==> config.mk <==
export PLATFORM = sky130hd
export DESIGN_NAME = fetch_phase_unit
export DESIGN_NICKNAME = d
export VERILOG_FILES = /design/src/rtl/fetch_phase_unit.sv
export SDC_FILE = /design/constraint.sdc
export NUM_CORES = 1
export LEC_CHECK = 0
export ABC_AREA = 0
export BUFFER_PORTS_ARGS = -buffer_cell sky130_fd_sc_hd__buf_2
export CORE_MARGIN = 2
export CORE_UTILIZATION = 38
export CTS_BUF_LIST = sky130_fd_sc_hd__clkbuf_8
export DETAILED_ROUTE_END_ITERATION = 6
export PLACE_DENSITY = 0.68
export SLEW_MARGIN = 10
export SYNTH_ARGS = -nofsm -noshare
export SYNTH_HDL_FRONTEND = slang
export SYNTH_SLANG_ARGS = --single-unit
export TNS_END_PERCENT = 1
==> constraint.sdc <==
create_clock -name clk -period 1.9 [get_ports clk]
set_input_delay 0 -clock clk [delete_from_list [all_inputs] [get_ports clk]]
set_output_delay 0 -clock clk [all_outputs]
set_load 0.01 [all_outputs]
==> src/rtl/fetch_phase_unit.sv <==
`default_nettype none
// ============================================================================
// Module   : fetch_phase_unit
// Function : PC, fetch register, phase flop and C/Z flags for the microcode
//            sequencer; assembles rom_addr = {instr, c_flag, z_flag, phase}.
//            Optional macro PC_WRAP_FLAG_EN adds the sticky pc_wrapped output.
// Revision : 1.0 - initial release
// ============================================================================
module fetch_phase_unit #(
  parameter int PC_WIDTH = 12
) (
  input  logic                clk,
  input  logic                reset,
  input  logic                enable,
  input  logic [7:0]          program_byte,
  input  logic                inc_pc,
  input  logic                load_pc,
  input  logic [PC_WIDTH-1:0] load_data,
  input  logic                load_flags,
  input  logic                carry_in,
  input  logic                zero_in,
  output logic [PC_WIDTH-1:0] pc,
  output logic [3:0]          instr,
  output logic [3:0]          oprnd,
  output logic                phase,
  output logic                c_flag,
  output logic                z_flag,
  output logic [6:0]          rom_addr
`ifdef PC_WRAP_FLAG_EN
  ,
  output logic                pc_wrapped
`endif
);

  logic [PC_WIDTH-1:0] pc_q, pc_d;
  logic [3:0]          instr_q, instr_d;
  logic [3:0]          oprnd_q, oprnd_d;
  logic                phase_q, phase_d;
  logic                c_flag_q, c_flag_d;
  logic                z_flag_q, z_flag_d;
  logic                wrap_evt;

  always_comb begin
    pc_d     = pc_q;
    instr_d  = instr_q;
    oprnd_d  = oprnd_q;
    phase_d  = phase_q;
    c_flag_d = c_flag_q;
    z_flag_d = z_flag_q;
    wrap_evt = 1'b0;
    if (enable) begin
      phase_d = ~phase_q;
      if (!phase_q) begin
        instr_d = program_byte[7:4];
        oprnd_d = program_byte[3:0];
      end
      // Load outranks increment; the increment wraps naturally modulo 2^PC_WIDTH.
      if (load_pc) begin
        pc_d = load_data;
      end else if (inc_pc) begin
        pc_d     = pc_q + PC_WIDTH'(1);
        wrap_evt = &pc_q;
      end
      if (load_flags) begin
        c_flag_d = carry_in;
        z_flag_d = zero_in;
      end
    end
  end

  always_ff @(posedge clk) begin
    if (reset) begin
      pc_q     <= '0;
      instr_q  <= '0;
      oprnd_q  <= '0;
      phase_q  <= 1'b0;
      c_flag_q <= 1'b0;
      z_flag_q <= 1'b0;
    end else begin
      pc_q     <= pc_d;
      instr_q  <= instr_d;
      oprnd_q  <= oprnd_d;
      phase_q  <= phase_d;
      c_flag_q <= c_flag_d;
      z_flag_q <= z_flag_d;
    end
  end

`ifdef PC_WRAP_FLAG_EN
  logic pc_wrapped_q, pc_wrapped_d;

  always_comb begin
    pc_wrapped_d = pc_wrapped_q | wrap_evt;
  end

  always_ff @(posedge clk) begin
    if (reset) begin
      pc_wrapped_q <= 1'b0;
    end else begin
      pc_wrapped_q <= pc_wrapped_d;
    end
  end

  assign pc_wrapped = pc_wrapped_q;
`else
  logic unused_wrap;
  assign unused_wrap = wrap_evt;
`endif

  assign pc       = pc_q;
  assign instr    = instr_q;
  assign oprnd    = oprnd_q;
  assign phase    = phase_q;
  assign c_flag   = c_flag_q;
  assign z_flag   = z_flag_q;
  assign rom_addr = {instr_q, c_flag_q, z_flag_q, phase_q};

endmodule
`default_nettype wire

; After elaboration in Yosys (flattened, before gate mapping)
; Index checks and enable logic that the tools add are counted.
[op_classes]
n_mul = 0
n_bitwise = 1
reduce_logical = 4
order_cmp = 0
add_sub_neg = 1
div_mod_pow = 0
muxes = 2
shift = 0
n_eq_ne = 0
[op_table]
columns = operator, count
row1 = two-way mux 12 bit, 2
row2 = adder 12 x 1 -> 12 bit (second input constant), 1
row3 = AND reduction 2 bit, 3
row4 = nonzero test 2 bit, 1
row5 = NOT 1 bit, 1
[totals]
latch_bits = 0
reg_bits = 23
output_inout_bits = 30
in_bits = 28
wordCells = 14
n_memories = 0
ram_bits = 0
mem_bits_ro = 0

; Longest topological paths before layout
; Gate-level depths: netlist of the first run.
[depth]
ltp_word = 3
depth_mapped = 6
ltp_nobuf = 5

; Worst setup path after synthesis of the first run
; OpenSTA, ideal clock, no wires.
[synth_path]
path_kind = reg-to-reg
start = reg pc_q[2] (netlist: pc[2])
end = reg pc_q[11] (netlist: pc[11])
path_buffers = 0
path_slack_ns = 0.149
arrival_time_ns = 1.677
path_stages_with_launch = 5
setup_ns = 0.074
path_cell_list = dfxtp_1 nand4_2 or4_1 or4_1 a31oi_1
[synth_between]
elab_chain_len = 3
[synth_rtl]
columns = element, line_no
row1 = from (decl), 35  ; logic [PC_WIDTH-1:0] pc_q, pc_d;
row2 = from (signal assigned), 80  ; pc_q <= pc_d;
row3 = adder 12 x 1 -> 12 bit, 61  ; pc_d = pc_q + PC_WIDTH'(1);
row4 = two-way mux 12 bit, 60  ; end else if (inc_pc) begin
row5 = two-way mux 12 bit, 58  ; if (load_pc) begin
; No other way between the ends. The select of a mux whose other input is x is not followed.
; A chain may end at the register's enable or synchronous reset.

; Final worst setup path of the first run
[layout_path]
start = reg pc_q[0] (netlist: pc[0])
end = reg pc_q[10] (netlist: pc[10])
; The elaborated chain is that of the path after synthesis.

==> flow_results.org, run 1 <==
** Worst setup path
- Worst setup path startpoint :: pc[0]$_SDFFE_PP0P_
- Crit path arrival time :: 1.92 ns
- Setup slack of the most critical reg-to-reg path :: 0.12 ns
- Critical Path End :: pc[10]$_SDFFE_PP0P_
- In this run the worst path has a maximum fanout of 7.
- Worst path slowest cell :: sky130_fd_sc_hd__or4_1
- The worst setup path is of the reg2reg kind.
- Cell depth of the worst flop-to-flop path :: 5
- The worst register-to-register path ends at pc[10]$_SDFFE_PP0P_.
- Critical path startpoint category :: register
- Type of element capturing the critical path :: register
- On the worst path, the slowest cell contributes a delay of 0.52 ns.
- Critical path, cell by cell :: ha_1, nand4_1, or4_1, a32oi_1, nor2_1
- Launching point of the worst reg2reg path :: pc[0]$_SDFFE_PP0P_
- Required time of the worst setup path :: 2.04 ns

** Logic synthesis
- In this run, synthesis produced a sequential element count of 23.
- Post-synth cell types :: 39
- Each instance of the synthesized netlist takes up on average 7.92 um2.
- The mapped netlist covers 1210 um2.
- Synth area leaders :: sky130_fd_sc_hd__dfxtp_1 (38%), sky130_fd_sc_hd__nand2_1 (8.7%), sky130_fd_sc_hd__a21oi_1 (7.4%)
- Yosys warning total :: 0
- Yosys top cell area share :: 38.0%
- Syn_nets :: 182
- sky130_fd_sc_hd__dfxtp_1 takes more of the synthesized area than any other cell.
- Number of cells produced by synthesis :: 153
- After synthesis, flip-flops and latches occupy 38.0% of the total area.

** Routing
- Antenna Violating Nets Remaining :: 0
- Detailed-route vias per instance :: 5.15
- Routed wire length per instance :: 12.4 um
- Initial DRT Pass Iterations :: 4
- The detailed router finished its first iteration with 55 violations.
- Across all layers, the routed design uses 1340 vias.
- Number of remaining DRC errors :: 0
- For this block, the routed nets add up to 3.22 mm of wire.

** Worst hold path
- The tightest min-delay check is of the in2reg type.
- In this run the most critical hold path is launched from load_flags.

** STA
- Aggregate negative setup slack :: 0 ns
- Setup repair after global routing left no endpoint under its margin.
- The number of hold violations in the final report is 0.
- The clock arrives with 0.00344 ns of skew.
- Post-layout minimum cycle time :: 1.78 ns
- In this run the tightest slew margin relative to its limit is 67.0%.
- Final-report max-slew violation count :: 0
- The final critical path takes up 93.5% of the cycle.
- Count of endpoints failing setup in the final report :: 0
- Actual slew at the worst max-slew pin :: 0.494 ns
- Timing would allow up to 563 MHz.

** Floorplan
- 58 I/O pins were placed.
- The initialized floorplan defines 20 standard-cell rows.
- After floorplanning, the core was sized to cover 3050 um2.
- The die covers 3660 um2.
- The die is 60.5 um tall.
- The die is 60.5 um wide.
- Starting Density :: 39.7%

** Global routing
- Maximum number of pins on one net before global-route repair :: 25
- The number of global-route vias before repair was 1208.
- The total overflow left after global routing is 0.
- GRT Util Overall :: 18.0%
- The first global-routing pass estimated 5.07 mm of wire.
- The number of antenna violations at the first check in global routing came to 0.

** Clocking
- The clock passes through at most 2 buffers.
- Resized cells post-CTS :: 0
- Counting every sink on the clock net gives 23.
- Setup repair bufs after CTS :: 0
- Clock latency on the worst-skew pair, taken at its later pin, is 0.26 ns.
- The number of clock buffers added by TritonCTS is 3.
- The number of hold buffers added after CTS was 10.
- In this run the number of H-tree levels came out at 1.
- The root buffer cell chosen for the clock tree is sky130_fd_sc_hd__clkbuf_8.
- Clock-pin slew was measured on the worst setup and hold paths at 0.08 ns.
- TritonCTS clock tree :: yes

** Final layout
- Commonest non-fill, non-tap cell in the layout :: sky130_fd_sc_hd__buf_2
- Of the cells placed in the final design, the portion with a size suffix greater than 1 is 35.2%.
- Count of nets after finishing :: 246
- Final cell area excluding filler cells :: 1660 um2
- Once layout is complete, the utilization of the core stands at 54.4%.
- The repair_antennas step left the layout with diodes totalling 0.
- Commonest cells after routing, fill and taps aside :: sky130_fd_sc_hd__buf_2 (57), sky130_fd_sc_hd__nand2_1 (28), sky130_fd_sc_hd__dfxtp_1 (23)
- The area growth from synthesis to layout is 37.0%.
- Fillcell total :: 317

** Power and ir drop
- Across the VDD grid, the largest voltage drop is 474 uV.
- Power per cell area :: 636 nW/um2
- In this run the static leakage power is 0.766 nW.

** Flow run
- Across the run, the number of max-cap violations was 0.

** Placed design
- Port Buffer Count :: 57
- Detail Placement HPWL :: 2.20 mm
- Routability-driven placement finished with a final weighted congestion of 0.820.
- Summing all placed instances gives a cell area of 1520 um2.

** Status
- Status :: complete, no violations
-- state kept, by name, indices dropped and copies added (netlist names) --
name / cells
c_flag: 1
instr: 4
oprnd: 4
pc: 12
phase: 1
z_flag: 1
-- per-stage QoR --
stage / power, W / worst slack (ns) / std cells / hold slack [ns]
3_5_place_dp: 0.000751 / 0.150 / 246 / 0.250
6_report: 0.00106 / 0.123 / 260 / 0.0219
3_3_place_gp: 0.000750 / 0.217 / 246 / 0.249
2_1_floorplan: 0.000671 / 0.149 / 153 / 0.0728
5_1_grt: 0.00111 / 0.0168 / 260 / 0.0227
4_1_cts: 0.00107 / 0.128 / 260 / 0.0198
-- cells by family (layout without fill, tap and decap cells) --
kind of cell / count (synthesis) / count (layout) / synth area share, %
simple gates: 63 / 63 / 26.5
compound gates: 43 / 43 / 22.4
flops: 23 / 23 / 38.0
buf+inv: 20 / 83 / 9.60
mux: 3 / 3 / 2.48
fa+ha+maj: 1 / 1 / 1.03
-- layout make-up --
cell class                 count  area, um2  area share, %
multi-input combinational    110        636           38.3
timing repair buffer          76        453           27.3
sequential                    23        460           27.7
inverter                       3       11.3          0.678
tap                           44       55.1           3.31
clock buffer                   3       41.3           2.48
clock inverter                 1       5.00          0.301
-- synth_stat cells --
cell and n:
sky130_fd_sc_hd__a211oi_1 2, sky130_fd_sc_hd__a21o_1 1, sky130_fd_sc_hd__a21oi_1 18, sky130_fd_sc_hd__a221oi_1 1, sky130_fd_sc_hd__a2bb2oi_1 1, sky130_fd_sc_hd__a311o_1 1, sky130_fd_sc_hd__a31oi_1 5, sky130_fd_sc_hd__a32oi_1 1
sky130_fd_sc_hd__and3_1 1, sky130_fd_sc_hd__and3_2 2, sky130_fd_sc_hd__and4_2 1, sky130_fd_sc_hd__buf_2 1, sky130_fd_sc_hd__buf_4 8, sky130_fd_sc_hd__clkbuf_1 7, sky130_fd_sc_hd__clkbuf_8 1, sky130_fd_sc_hd__dfxtp_1 23
sky130_fd_sc_hd__ha_1 1, sky130_fd_sc_hd__inv_1 3, sky130_fd_sc_hd__mux2i_1 3, sky130_fd_sc_hd__nand2_1 28, sky130_fd_sc_hd__nand2b_1 4, sky130_fd_sc_hd__nand3_1 7, sky130_fd_sc_hd__nand3b_1 1, sky130_fd_sc_hd__nand4_1 3
sky130_fd_sc_hd__nand4_2 1, sky130_fd_sc_hd__nor2_1 4, sky130_fd_sc_hd__nor2b_1 2, sky130_fd_sc_hd__nor3_1 2, sky130_fd_sc_hd__nor3b_1 1, sky130_fd_sc_hd__nor4_1 1, sky130_fd_sc_hd__o21a_1 2, sky130_fd_sc_hd__o21ai_0 5
sky130_fd_sc_hd__o21ba_2 1, sky130_fd_sc_hd__o31ai_1 2, sky130_fd_sc_hd__o32ai_1 1, sky130_fd_sc_hd__o41ai_1 2, sky130_fd_sc_hd__or2_2 1, sky130_fd_sc_hd__or3_1 1, sky130_fd_sc_hd__or4_1 3
-- where the power goes --
part | leakage (nW) | total, W | internal, W | switching, W
combinational | 0.552 | 0.000221 | 0.000106 | 0.000115
sequential | 0.189 | 0.000536 | 0.000511 | 0.0000250
clock | 0.0255 | 0.000300 | 0.000146 | 0.000154
total | 0.766 | 0.00106 | 0.000763 | 0.000294
-- routing by layer --
metal  vias to the layer above  routed length (um)  track usage (%)
met5                         -                   0                0
met4                         0                  10             2.80
met3                         2                 255             4.48
met2                        60                1560             34.0
met1                       607                1400             20.9
li1                        671                   -                -
-- how the worst min path moves through the flow --
| stage | to | slack (ns) | cells after the start |
|---|---|---|---|
| CTS | z_flag$_SDFFE_PP0P_ | 0.02 | 3 |
| floorplan | pc[1]$_SDFFE_PP0P_ | 0.07 | 1 |
| global placement | oprnd[3]$_SDFFE_PP0P_ | 0.25 | 3 |
| detailed placement | oprnd[3]$_SDFFE_PP0P_ | 0.25 | 3 |
| finish | z_flag$_SDFFE_PP0P_ | 0.02 | 3 |
| global route | c_flag$_SDFFE_PP0P_ | 0.02 | 3 |
-- critical path: cells and delay by family, from the launching register on --
kind	cells	cell delay, ns
AOI/OAI and AO/OA	1	0.21
adders and majority gates	1	0.27
and+or+nand+nor	3	0.73
DFF	1	0.45
Power figures use the tool's default switching activity.
==> run 2: changes to the inputs <==
--- a/config.mk
+++ b/config.mk
@@ -11,6 +11,7 @@
 export CORE_UTILIZATION = 38
 export CTS_BUF_LIST = sky130_fd_sc_hd__clkbuf_8
 export DETAILED_ROUTE_END_ITERATION = 6
+export MAX_ROUTING_LAYER = met4
 export PLACE_DENSITY = 0.68
 export SLEW_MARGIN = 10
 export SYNTH_ARGS = -nofsm -noshare
==> flow_results.org, run 2 (same netlist as run 1, synthesis figures left out) <==
** Placed design
- Input and output buffers added on the ports amount to 57.
- Detail Placement HPWL :: 2.20 mm
- At the end of routability-driven placement, the weighted congestion stood at 0.833.
- Number of placed cells counting well taps :: 246
- After detailed placement, the total cell area comes to 1520 um2.

** Worst setup path
- STA puts the critical path data required time at 2.04 ns.
- Cell depth of the worst flop-to-flop path :: 5
- At the worst endpoint, the arrival time is 1.91 ns.
- In this run the worst path has a maximum fanout of 7.
- The worst setup path is of the reg2reg kind.
- Type of element capturing the critical path :: register
- Critical path startpoint category :: register

** Clocking
- Number of clock sinks seen by CTS :: 23
- Setup repair bufs after CTS :: 0
- TritonCTS built the clock tree.
- Clock latency of the later-clocked register in the worst-skew pair :: 0.26 ns
- Gates resized during post-CTS repair numbered 0.
- After clock tree synthesis, the clock-pin slew on the worst setup and hold paths is 0.08 ns.
- Number of buffers on the longest clock path :: 2
- In this run, CTS created clock tree buffers numbering 3.
- The cell sitting at the root of the clock tree is a sky130_fd_sc_hd__clkbuf_8.
- CTS Hold Buffers Added :: 10
- CTS built an H-tree with a depth of 1.

** Final layout
- The final layout contains 246 nets.
- The register with the most flip-flops in the layout has 12 of them.
- Once layout is complete, the cells apart from fillers number 260.
- The repair_antennas step left the layout with diodes totalling 0.
- Final cell area excluding filler cells :: 1660 um2
- Commonest non-fill, non-tap cell in the layout :: sky130_fd_sc_hd__buf_2
- Proportion of layout cells with a drive suffix above 1 :: 35.2%
- In the layout the commonest cells are sky130_fd_sc_hd__buf_2 (57), sky130_fd_sc_hd__nand2_1 (28), sky130_fd_sc_hd__dfxtp_1 (23).
- The area growth from synthesis to layout is 37.0%.

** STA
- Worst slew margin relative to its limit :: 66.9%
- Count of endpoints failing setup in the final report :: 0
- Fin Clk Skew :: 0.000821 ns
- The number of hold violations in the final report came to 0.
- Post-layout minimum cycle time :: 1.77 ns
- Setup repair after global routing left no endpoint under its margin.
- Final worst-path cycle share :: 93.3%
- FMAX :: 564 MHz
- For the pin with the worst max-slew slack, the measured transition is 0.496 ns.
- Final-report max-slew violation count :: 0
- Summed over all failing endpoints, the final setup total negative slack is 0 ns.
- Final hold analysis gives a worst-case slack of 0.0194 ns.

** Global routing
- The first global-routing pass estimated 5.08 mm of wire.
- Number of antenna violations at the first check in global routing :: 0
- Global routing consumed, over all layers together, 18.6% of the routing resources.
- Entering global routing, the biggest net connects 25 pins.
- For this run the aggregate overflow at the end of global routing stands at 0.
- The number of global-route vias before repair was 1210.

** Routing
- For this block, the via count after detailed routing is 1338.
- After the first detailed-routing iteration, the DRC count stood at 64.
- After detailed routing, the average wire length per cell comes to 12.3 um.
- The first TritonRoute pass finished after 4 iterations.
- Detailed-route vias per instance :: 5.15
- Routed wire length :: 3.20 mm
- Number of remaining DRC errors :: 0
- Antenna Violating Nets Remaining :: 0

** Power and ir drop
- Static Leak :: 0.766 nW
- Power per cell area :: 637 nW/um2
- IR Drop Worst-Case VDD :: 472 uV

** Floorplan
- In this run the vertical extent of the chip is 60.5 um.
- After floorplanning, the core was divided into 20 placement rows.
- Starting Density :: 39.7%
- Pin placement for this block handled 58 I/O pins.
- Full die area :: 3660 um2
- From left edge to right edge, the die measures 60.5 um.
- The total area inside the core boundary comes to 3050 um2.

** Status
- Status :: complete, no violations

** Flow run
- Max-capacitance violation count :: 0

** Worst hold path
- Counting instances, the worst hold path has a depth of 3.
- Classification of the worst-slack hold path :: in2reg
run 2: stage by stage:
| step | power (W) | setup WS, ns | utilization (%) |
|---|---|---|---|
| after floorplan | 0.000671 | 0.149 | - |
| after global placement | 0.000750 | 0.217 | 49.6 |
| after detailed placement | 0.000751 | 0.150 | 49.6 |
| after CTS | 0.00107 | 0.128 | 54.4 |
| after global routing | 0.00111 | 0.0168 | 54.4 |
| final | 0.00106 | 0.128 | 54.4 |
run 2: worst paths after layout:
check | start | endpoint | slack (ns)
min | load_flags | z_flag$_SDFFE_PP0P_ | 0.02
max reg2reg | pc[0]$_SDFFE_PP0P_ | pc[10]$_SDFFE_PP0P_ | 0.13
max | pc[0]$_SDFFE_PP0P_ | pc[10]$_SDFFE_PP0P_ | 0.13
min reg2reg | oprnd[0]$_SDFFE_PP0P_ | oprnd[0]$_SDFFE_PP0P_ | 0.46
run 2: routing by layer:
metal  wire [um]  up-vias  GRT usage (%)  part of all wire (%)
met1        1430      605           21.3                    45
met3         230        2           4.05                   7.2
met2        1540       59           33.9                    48
met4          10        0           2.80                  0.31
li1            -      672              -                     -
met5           0        -              -                     0
run 2: report_power, final:
group | internal, W | leakage [nW] | total, W | switching, W
Clock | 0.000146 | 0.0255 | 0.000303 | 0.000156
Combinational | 0.000106 | 0.552 | 0.000220 | 0.000114
Sequential | 0.000511 | 0.189 | 0.000536 | 0.0000250
run 2: critical path, cell delays in order, from the launching register on:
cell,delay [ns]
sky130_fd_sc_hd__dfxtp_1,0.45
sky130_fd_sc_hd__ha_1,0.27
sky130_fd_sc_hd__nand4_1,0.15
sky130_fd_sc_hd__or4_1,0.52
sky130_fd_sc_hd__a32oi_1,0.21
sky130_fd_sc_hd__nor2_1,0.06
run 2: area by class of cell:
cell class                 instances  area [um2]
clock buffer                       3        41.3
clock inverter                     1        5.00
sequential                        23         460
inverter                           3        11.3
fill                             317        1390
tap                               44        55.1
multi-input combinational        110         636
timing repair buffer              76         453
==> run 3: changes to the inputs <==
--- a/config.mk
+++ b/config.mk
@@ -12,9 +12,9 @@
 export CTS_BUF_LIST = sky130_fd_sc_hd__clkbuf_8
 export DETAILED_ROUTE_END_ITERATION = 6
 export MAX_ROUTING_LAYER = met4
-export PLACE_DENSITY = 0.68
+export PLACE_DENSITY = 0.74
+export SETUP_SLACK_MARGIN = 0.05
 export SLEW_MARGIN = 10
 export SYNTH_ARGS = -nofsm -noshare
 export SYNTH_HDL_FRONTEND = slang
 export SYNTH_SLANG_ARGS = --single-unit
-export TNS_END_PERCENT = 1
==> flow_results.org, run 3 (same netlist as run 1, synthesis figures left out) <==
** Worst hold path
- The worst hold path was traced through 3 stages.
- The min-delay analysis places its worst path in the category in2reg.
- Hold path start :: load_flags
- The path with the worst hold slack has its endpoint at c_flag$_SDFFE_PP0P_.

** Final layout
- The top cell types in the final layout, fill and taps aside, are sky130_fd_sc_hd__buf_2 (57), sky130_fd_sc_hd__nand2_1 (28), sky130_fd_sc_hd__dfxtp_1 (22).
- Fin util :: 54.5%
- Proportion of layout cells with a drive suffix above 1 :: 35.6%
- From synthesis to final layout, the design area changed by 37.4%.
- Fill cells in the final layout number 288.
- Number of antenna diodes :: 0
- Count of nets after finishing :: 246
- The register with the most flip-flops in the layout has 12 of them.
- Commonest non-fill, non-tap cell in the layout :: sky130_fd_sc_hd__buf_2

** Worst setup path
- The worst register-to-register path ends at pc[11]$_SDFFE_PP0P_.
- For this run, the slowest stage of the critical path takes 0.54 ns.
- Among the stages of the critical path, the cell type that occurs most often is sky130_fd_sc_hd__or4_1.
- In this run the critical register-to-register path is launched from pc[7]$_SDFFE_PP0P_.
- Critical path, cell by cell :: nand3_1, or4_1, or4_1, a31oi_1
- Among all stages on the critical path, the largest delay is contributed by sky130_fd_sc_hd__or4_1.
- Data arrives at the worst endpoint at 1.95 ns.
- Crit Path Class :: reg2reg
- Setup slack of the most critical reg-to-reg path :: 0.15 ns
- Required time of the worst setup path :: 2.10 ns
- Critical path peak fanout :: 7
- Critical path startpoint category :: register
- The number of cells on the worst reg-to-reg path is 4.
- The worst setup path is captured at a register.

** Power and ir drop
- Of the total power, the clock network draws 28.9%.
- In this run, the combinational gates consume 20.6% of the power.
- In this run the power density over the cells is 640 nW/um2.
- Static Leak :: 0.762 nW
- In this run, flip-flops and latches consume 50.4% of the power.
- Proportion of total power due to net switching :: 28.1%
- IR Drop Worst-Case VDD :: 249 uV
- Summed over all nets, the switching power comes to 0.000300 W.
- P_int :: 0.000766 W

** STA
- For this run, the top clock speed supported by timing is 573 MHz.
- Setup violations remaining at the end of the flow were counted as 0.
- RSZ-0062 raised after global routing :: false
- The final number of max-transition violations was 0.
- The routed design could run at a clock period as short as 1.75 ns.
- Across the routed clock network, the largest skew measured is 0.00994 ns.
- Final number of hold-violating endpoints :: 0
- Actual slew at the worst max-slew pin :: 0.459 ns
- Aggregate negative setup slack :: 0 ns
- Measured against its own limit, the worst slew margin works out to 69.3%.
- Final worst-path cycle share :: 91.9%

** Floorplan
- Num ports :: 58
- Overall die width :: 60.5 um
- The floorplan step defined a core boundary enclosing 3050 um2.
- Starting Density :: 39.7%
- Row generation in the floorplan step produced 20 rows.
- Full die area :: 3660 um2
- Measured along the y axis, the die boundary spans 60.5 um.

** Routing
- Routed wire length per instance :: 12.2 um
- In the final routing, the length of wire on met1 measures 1.46 mm.
- In the routed design, unresolved DRC markers number 0.
- Routed wl met3 :: 168 um
- Detailed-route vias per instance :: 5.05
- Once detail routing completed, the nets flagged for antenna violations numbered 0.
- In the detailed route, the total length drawn on met2 is 1.49 mm.
- The pre-antenna-repair detailed-routing pass consisted of 4 iterations.
- Top Layer Used :: met4
- After detailed routing, the total wire length is 3.16 mm.
- First DRT Iteration DRCs :: 49
- Detailed routing inserted a total of 1314 vias.

** Clocking
- Clock latency on the worst-skew pair, taken at its later pin, is 0.27 ns.
- H-tree level count :: 1
- Counting every sink on the clock net gives 23.
- The number of setup buffers added after CTS is 0.
- Root Buffer Master :: sky130_fd_sc_hd__clkbuf_8
- Total clock buffers created by CTS :: 3
- TritonCTS built the clock tree.
- Number of buffers on the longest clock path :: 2
- Clock-pin slew was measured on the worst setup and hold paths at 0.09 ns.

** Global routing
- The number of antenna violations at the first check in global routing came to 0.
- Maximum number of pins on one net before global-route repair :: 25
- The first global-routing pass estimated 5.02 mm of wire.
- The number of global-route vias before repair was 1228.
- Overflow left after global routing :: 0
- Global routing used 18.4% of the available tracks across all layers.

** Flow run
- The tool flagged a number of max-cap violations equal to 0.

** Placed design
- Buffers placed on the I/O ports in this run total 57.
- Detail Placement HPWL :: 2.23 mm
- Routability-driven placement finished with a final weighted congestion of 0.783.

** Status
- Status :: complete, no violations
==> run 3: worst max path at each step <==
stage                          end  slack, ns                from  depth (start not counted)
3_3_place_gp   pc[11]$_SDFFE_PP0P_       0.21  pc[7]$_SDFFE_PP0P_                          4
3_5_place_dp   pc[10]$_SDFFE_PP0P_       0.17  pc[0]$_SDFFE_PP0P_                          5
5_1_grt        pc[11]$_SDFFE_PP0P_       0.08  pc[7]$_SDFFE_PP0P_                          4
4_1_cts        pc[10]$_SDFFE_PP0P_       0.15  pc[0]$_SDFFE_PP0P_                          5
2_1_floorplan  pc[11]$_SDFFE_PP0P_       0.15  pc[2]$_SDFFE_PP0P_                          4
6_report       pc[11]$_SDFFE_PP0P_       0.15  pc[7]$_SDFFE_PP0P_                          4
==> run 3: power groups by stage <==
stage               Clock (W)  Sequential, W  Combinational (W)
floorplan                   0       0.000562           0.000108
global placement            0       0.000546           0.000203
detailed placement          0       0.000548           0.000204
CTS                  0.000325       0.000537           0.000220
global route         0.000337       0.000542           0.000246
finish               0.000308       0.000537           0.000220
==> run 3: what timing repair did <==
action | in CTS | in global routing
endpoints found under the setup margin | 0 | 1
gates resized for setup | 0 | 1
hold endpoints to repair | 10 | 0
hold buffers | 10 | 0
==> run 3: layout make-up <==
cell class | count | area, um2 | share of cell area [%]
Sequential cell | 23 | 462 | 27.7
Inverter | 3 | 11.3 | 0.676
Multi-Input combinational cell | 110 | 636 | 38.2
Clock inverter | 1 | 7.51 | 0.451
Clock buffer | 3 | 41.3 | 2.48
Tap cell | 44 | 55.1 | 3.31
Timing Repair Buffer | 76 | 453 | 27.2
==> run 3: through the flow <==
step                power [W]  cells  cell area, um2  setup WS [ns]  hold slack, ns
finish                0.00107    260            1670          0.153         0.00862
CTS                   0.00108    260            1660          0.155        0.000661
detailed placement   0.000752    246            1520          0.166           0.251
global placement     0.000749    246            1520          0.213           0.250
floorplan            0.000671    153            1210          0.149          0.0728
global route          0.00112    260            1670         0.0754          0.0301
==> run 3: per-layer routing <==
layer / global-route usage (%) / up-vias
met5: - / -
met4: 6.83 / 0
met3: 2.13 / 4
met2: 32.9 / 50
met1: 21.2 / 590
li1: - / 670
==> run 3: critical path, delay by kind of cell, from the launching register on <==
| family | cells | cell delay, ns |
|---|---|---|
| simple gates | 3 | 1.08 |
| flops | 1 | 0.44 |
| compound gates | 1 | 0.16 |
